`config.mk`:
```
export PLATFORM = sky130hd
export DESIGN_NAME = serial_subtractor_24bit
export DESIGN_NICKNAME = d
export VERILOG_FILES = /design/src/rtl/serial_subtractor_24bit_pkg.sv /design/src/rtl/serial_subtractor_24bit_full_subtractor.sv /design/src/rtl/serial_subtractor_24bit.sv
export SDC_FILE = /design/constraint.sdc
export NUM_CORES = 1
export LEC_CHECK = 0
export BUFFER_PORTS_ARGS = -buffer_cell sky130_fd_sc_hd__buf_2
export CORE_MARGIN = 3
export CORE_UTILIZATION = 30
export CTS_CLUSTER_DIAMETER = 50
export DETAILED_ROUTE_END_ITERATION = 10
export SETUP_SLACK_MARGIN = 0.5
export SKIP_CTS_REPAIR_TIMING = 1
export SYNTH_ARGS = -nofsm -noshare
export SYNTH_HDL_FRONTEND = slang
export SYNTH_SLANG_ARGS = --single-unit
```
`constraint.sdc`:
```
create_clock -name clk -period 4.1 [get_ports clk]
set_input_delay 0 -clock clk [delete_from_list [all_inputs] [get_ports clk]]
set_output_delay 0 -clock clk [all_outputs]
set_load 0.01 [all_outputs]
```
`src/rtl/serial_subtractor_24bit_pkg.sv`:
```
// rtl/serial_subtractor_24bit_pkg.sv - shared width default and FSM state encoding
package serial_subtractor_24bit_pkg;

  localparam int DEFAULT_WIDTH = 24;

  localparam logic [1:0] ST_IDLE = 2'd0;
  localparam logic [1:0] ST_RUN  = 2'd1;
  localparam logic [1:0] ST_DONE = 2'd2;

endpackage

```
`src/rtl/serial_subtractor_24bit_full_subtractor.sv`:
```
// rtl/serial_subtractor_24bit_full_subtractor.sv - combinational 1-bit full subtractor
module serial_subtractor_24bit_full_subtractor (
  input  logic a,
  input  logic b,
  input  logic bin,
  output logic d,
  output logic bout
);

  assign d    = a ^ b ^ bin;
  assign bout = (~a & b) | (~(a ^ b) & bin);

endmodule

```
`src/rtl/serial_subtractor_24bit.sv`:
```
// rtl/serial_subtractor_24bit.sv - bit-serial LSB-first subtractor with start/busy/done handshake
module serial_subtractor_24bit
  import serial_subtractor_24bit_pkg::*;
#(
  parameter int WIDTH = DEFAULT_WIDTH
) (
  input  logic             clk,
  input  logic             rst_n,
  input  logic             start,
  input  logic [WIDTH-1:0] a,
  input  logic [WIDTH-1:0] b,
  input  logic             borrow_in,
  output logic             busy,
  output logic             done,
  output logic [WIDTH-1:0] diff,
  output logic             borrow_out
);

  localparam int CW = (WIDTH > 2) ? $clog2(WIDTH) : 1;
  localparam logic [CW-1:0] LAST = CW'(WIDTH - 1);

  logic [1:0]       state;
  logic [WIDTH-1:0] a_sh;
  logic [WIDTH-1:0] b_sh;
  logic [WIDTH-2:0] res_sh;
  logic             br;
  logic [CW-1:0]    count;
  logic             d;
  logic             bout;
  logic [WIDTH-1:0] res_next;

  serial_subtractor_24bit_full_subtractor u_fs (
    .a    (a_sh[0]),
    .b    (b_sh[0]),
    .bin  (br),
    .d    (d),
    .bout (bout)
  );

  // Result fills from the MSB side; after WIDTH shifts bit 0 of the operands sits at bit 0.
  assign res_next = {d, res_sh};

  always_ff @(posedge clk or negedge rst_n) begin
    if (!rst_n) begin
      state      <= ST_IDLE;
      a_sh       <= '0;
      b_sh       <= '0;
      res_sh     <= '0;
      br         <= 1'b0;
      count      <= '0;
      diff       <= '0;
      borrow_out <= 1'b0;
    end else begin
      case (state)
        ST_IDLE, ST_DONE: begin
          if (start) begin
            a_sh  <= a;
            b_sh  <= b;
            br    <= borrow_in;
            count <= '0;
            state <= ST_RUN;
          end else begin
            state <= ST_IDLE;
          end
        end
        ST_RUN: begin
          a_sh   <= a_sh >> 1;
          b_sh   <= b_sh >> 1;
          res_sh <= res_next[WIDTH-1:1];
          br     <= bout;
          count  <= count + CW'(1);
          if (count == LAST) begin
            diff       <= res_next;
            borrow_out <= bout;
            state      <= ST_DONE;
          end
        end
        default: state <= ST_IDLE;
      endcase
    end
  end

  assign busy = (state == ST_RUN);
  assign done = (state == ST_DONE);

endmodule

```
Word-level counts from Yosys, hierarchy flattened
Cells that the tools add are included.
{ "op_classes": {"eq_ne": 5, "mux": 11, "n_addsub": 1, "bitwise": 7, "n_reduce_logical": 5} }
{ "op_table": {"columns": ["op", "count"], "rows": [
  ["$pmux 24 s2", 2],
  ["$mux 24", 2],
  ["$pmux 5 s2", 1],
  ["$add 5x1->5 const B", 1],
  ["$eq 5x5->1 const B", 1],
  ["$mux 5", 1],
  ["$pmux 2 s2", 1],
  ["$reduce_and 2->1", 2],
  ["$and 1x1->1", 2],
  ["$eq 2x1->1 const B", 1],
  ["$eq 2x2->1 const B", 1],
  ["$logic_not 2->1", 1],
  ["$mux 1", 2],
  ["$mux 2", 1],
  ["$ne 2x1->1 const B", 1],
  ["$ne 2x2->1 const B", 1],
  ["$not 1->1", 2],
  ["$pmux 1 s2", 1],
  ["$reduce_bool 2->1", 1],
  ["$reduce_or 2->1", 1],
  ["$xor 1x1->1", 2],
  ["$or 1x1->1", 1]
]} }
{ "word_totals": {"wordCells": 37, "output_inout_bits": 27, "regBits": 104, "in_bits": 52} }

Depth between registers and ports, before layout
{ "logic_depth": {"depth_word": 5, "mapped_depth": 6, "depth_no_buf": 4} }

Modules after synthesis
A second synthesis with hierarchy kept.
{ "hier_totals": {"hier_cells": 398, "hier_area_um2": 4385.5} }
{ "modules_own_cells": {"columns": ["mod", "area_per_inst_um2", "cells_per_inst", "seq_area_each_um2", "n_inst"], "rows": [
  ["serial_subtractor_24bit", 4354.2, 394, 2602.5, 1],
  ["serial_subtractor_24bit_full_subtractor", 31.3, 4, 0.0, 1]
]} }

Worst setup path before layout
Ideal clock, no wire load.
{ "synth_path": {"kind": "reg-to-reg", "from": "register count[0]", "to": "register diff[10]", "path_buffers": 1, "arrival_ns": 1.376, "t_required_ns": 3.975, "setup_ns": 0.125, "path_slack_ns": 2.599, "period_less_slack_ns": 1.501, "stages_incl_launch_ff": 6, "cell_sequence": "dfrtp_1 -> ha_1 -> nand4b_4 -> nor2_8 -> buf_12 -> mux2_4"} }
{ "synth_via": {"elab_chain_len": 2} }
{ "synth_lines": {"columns": ["item", "line", "source"], "rows": [
  ["from (decl)", "serial_subtractor_24bit.sv:27", "logic [CW-1:0] count;"],
  ["from (signal assigned)", "serial_subtractor_24bit.sv:71", "count <= count + CW'(1);"],
  ["$eq 5x5->1", "serial_subtractor_24bit.sv:72", "if (count == LAST) begin"],
  ["$reduce_and 2->1 (no line)", null, null],
  ["to (signal assigned)", "serial_subtractor_24bit.sv:73", "diff <= res_next;"],
  ["to (decl)", "serial_subtractor_24bit.sv:15", "output logic [WIDTH-1:0] diff,"]
]} }
No other way between the ends.
A chain may end at the register's enable or synchronous reset.

Worst setup path in the final report
{ "layout_path": {"from": "register state[0]", "to": "register br"} }
{ "layout_via": {"elab_chain_len": 4} }
{ "layout_lines": {"columns": ["item", "line", "source"], "rows": [
  ["from (decl)", "serial_subtractor_24bit.sv:22", "logic [1:0] state;"],
  ["from (signal assigned)", "serial_subtractor_24bit.sv:45", "state <= ST_IDLE;"],
  ["from (signal assigned)", "serial_subtractor_24bit.sv:61", "state <= ST_RUN;"],
  ["from (signal assigned)", "serial_subtractor_24bit.sv:63", "state <= ST_IDLE;"],
  ["$eq 2x2->1 or $logic_not 2->1 (tied branches)", "serial_subtractor_24bit.sv:54", "case (state)"],
  ["$reduce_or 2->1", "serial_subtractor_24bit.sv:54", null],
  ["$ne 2x2->1 (no line) or $reduce_bool 2->1 (tied branches)", null, null],
  ["$reduce_and 2->1 (no line)", null, null],
  ["to (signal assigned)", "serial_subtractor_24bit.sv:59", "br <= borrow_in;"],
  ["to (signal assigned)", "serial_subtractor_24bit.sv:70", "br <= bout;"],
  ["to (decl)", "serial_subtractor_24bit.sv:26", "logic br;"]
]} }
Several ways; a longest one is shown, not always the timed one.

==> results.sh <==
export IMPL_period_minus_slack_ns=2.03
export IMPL_drt_first_pass_iters=4
export IMPL_yosys_warnings=0
export IMPL_cts_path_max_buffers=2
export IMPL_reg2reg_depth=4
export IMPL_stdcell_count=694
export IMPL_dieWidth_um=127
export IMPL_area_growth_pct=31.1
export IMPL_synth_top_area_share_pct=59.4
export IMPL_leakage_nw=2.84
export IMPL_fin_util_pct=40.8
export IMPL_track_usage_pct=12.4
export IMPL_worst_clock_skew_ns=0.00499
export IMPL_min_period_over_period_pct=49.5
export IMPL_ir_drop_mv=0.370
export IMPL_synth_seq_cells=104
export IMPL_timing_rr_start="state[0]$_DFFE_PN0P_"
export IMPL_tritoncts="built"
export IMPL_htreeDepth=3
export IMPL_finalWirelength_um=9910
export IMPL_fin_ws_ns=2.07
export IMPL_viasPerCell=4.73
export IMPL_synth_cell_type_count=29
export IMPL_post_place_ws_ns=2.08
export IMPL_outcome="completed"
export IMPL_grt_pass1_wl_um=16100
export IMPL_dieArea_sq_um=16100
export IMPL_antenna_found_initial=1
export IMPL_power_mw=4.18
export IMPL_dp_cells=628
export IMPL_hpwlAfterDp_um=6080
export IMPL_setup_violations=0
export IMPL_synth_area_per_cell_sq_um=11.1
export IMPL_io_pins=79
export IMPL_hold_path_class="in -> reg"
export IMPL_clk_pin_slew_ns=0.07
export IMPL_dpl_cell_area_sq_um=4870
export IMPL_hp_start="start"
export IMPL_ys_seq_area_share_pct=59.4
export IMPL_yosys_top_cells_area="dfrtp_1 (59%), nand2_1 (10%), a22oi_1 (7.7%)"
export IMPL_first_global_vias=3177
export IMPL_routabilityCongestion=0.756
export IMPL_required_ns=4.33
export IMPL_coreArea_sq_um=14100
export IMPL_numClockSinks=104
export IMPL_syn_cell_area_sq_um=4380
export IMPL_min_path_cells=4
export IMPL_worst_slew_pin_slew_ns=1.00
export IMPL_timing_final_max_slew_violations=0
export IMPL_diodes=0
export IMPL_vias=3284
export IMPL_crit_arrival_ns=2.26
export IMPL_hold_ws_ns=0.191
export IMPL_syn_nets=449
export IMPL_worstSetupStartpointType="flop"
export IMPL_io_buffers=78
export IMPL_worst_setup_path_end_kind="flop"
export IMPL_power_per_cell_area_nw_per_um2=727
export IMPL_drcViolationCount=0
export IMPL_drive_above_1_share_pct=25.3
export IMPL_fin_nets=563
export IMPL_initialDrtViolationCount=216
export IMPL_wl_per_cell_um=14.3
export IMPL_max_clock_freq_ghz=0.493
export IMPL_rsz0062_at_grt="false"
export IMPL_reg2reg_slack_ns=2.07
export IMPL_drv_cap=0
export IMPL_initial_core_util_pct=31.1
export IMPL_num_rows=43
export IMPL_path_class="reg -> reg"
export IMPL_grt_start_max_net_pins=76
export IMPL_setup_tns_ns=0
export IMPL_cts_made_buffers=9
export IMPL_most_common_layout_cells="nand2_1 (118), dfrtp_1 (104), buf_2 (77)"
export IMPL_r2r_end="br$_DFFE_PN0P_"
export IMPL_fin_area_sq_um=5750
export IMPL_layout_commonest_cell="nand2_1"
export IMPL_syn_inst=395
export IMPL_hold_end="a_sh[9]$_DFFE_PN0P_"
export IMPL_clk_latency_ns=0.34
export IMPL_antenna_left=0
export IMPL_clockRootBuffer="clkbuf_16"
export IMPL_hold_viol=0
export IMPL_maxSlewHeadroom_pct=33.2
export IMPL_synth_top_area_cell="dfrtp_1"
export IMPL_path_max_fanout=57
export IMPL_die_h_um=127
export IMPL_gr_total_overflow=0
==> how the worst max path moves through the flow <==
stage | startpoint | end | slack [ns]
final | state[0]$_DFFE_PN0P_ | br$_DFFE_PN0P_ | 2.07
after floorplan | count[0]$_DFFE_PN0P_ | diff[10]$_DFFE_PN0P_ | 2.60
after detailed placement | state[0]$_DFFE_PN0P_ | diff[22]$_DFFE_PN0P_ | 2.08
after CTS | state[0]$_DFFE_PN0P_ | diff[22]$_DFFE_PN0P_ | 2.08
after global placement | state[0]$_DFFE_PN0P_ | diff[22]$_DFFE_PN0P_ | 2.12
after global routing | state[0]$_DFFE_PN0P_ | br$_DFFE_PN0P_ | 1.92
==> routing by layer <==
metal  vias up  wire length (um)  track usage [%]
met5         -                 7                0
met4         2               107             3.22
met3        14               539             4.88
met2        84              4670             18.3
met1      1601              4580             17.1
li1       1583                 -                -
==> synth_stat cells, drive strengths merged <==
master / instances
clkbuf: 9
o31ai: 1
nor3: 1
nand4b: 1
mux2: 24
dfrtp: 104
ha: 1
nand3: 46
nand2: 118
nor2: 3
buf: 20
mux2i: 3
o21ai: 2
a221o: 2
nor2b: 2
and2b: 1
a22o: 4
fa: 1
a22oi: 45
nand4: 2
inv: 3
nand2b: 2
==> registers in the layout, summed over array words and instances (netlist names) <==
name	count
diff	24
res_sh	23
b_sh	24
a_sh	24
count	5
br	1
borrow_out	1
state	2
==> power breakdown <==
group          total (mW)  switching, mW  internal, mW  leakage (nW)
registers            1.79          0.294          1.50          1.29
logic                1.33          0.715         0.619          1.37
clock network        1.05          0.377         0.678         0.183
==> final cells by class <==
type | count | area [sq um]
fill | 1373 | 8350
sequential | 104 | 2600
multi-input combinational | 259 | 1610
timing repair buffer | 132 | 923
clock buffer | 10 | 239
tap | 180 | 225
clock inverter | 6 | 138
inverter | 3 | 11.3
==> worst max-delay path, stage by stage (launching register included) <==
cell and delay [ns]:
dfrtp_1 0.47, nand2b_4 0.07, inv_2 0.72, nor2_1 0.28, a221o_1 0.36
==> cell families after synthesis <==
group	synth area share (%)
buffers and inverters	4.17
multiplexers	8.48
adder cells (fa/ha/maj)	0.742
flip-flops	59.4
AO/OA/AOI/OAI	9.39
AND/OR/NAND/NOR	17.9
Power figures use the tool's default switching activity.
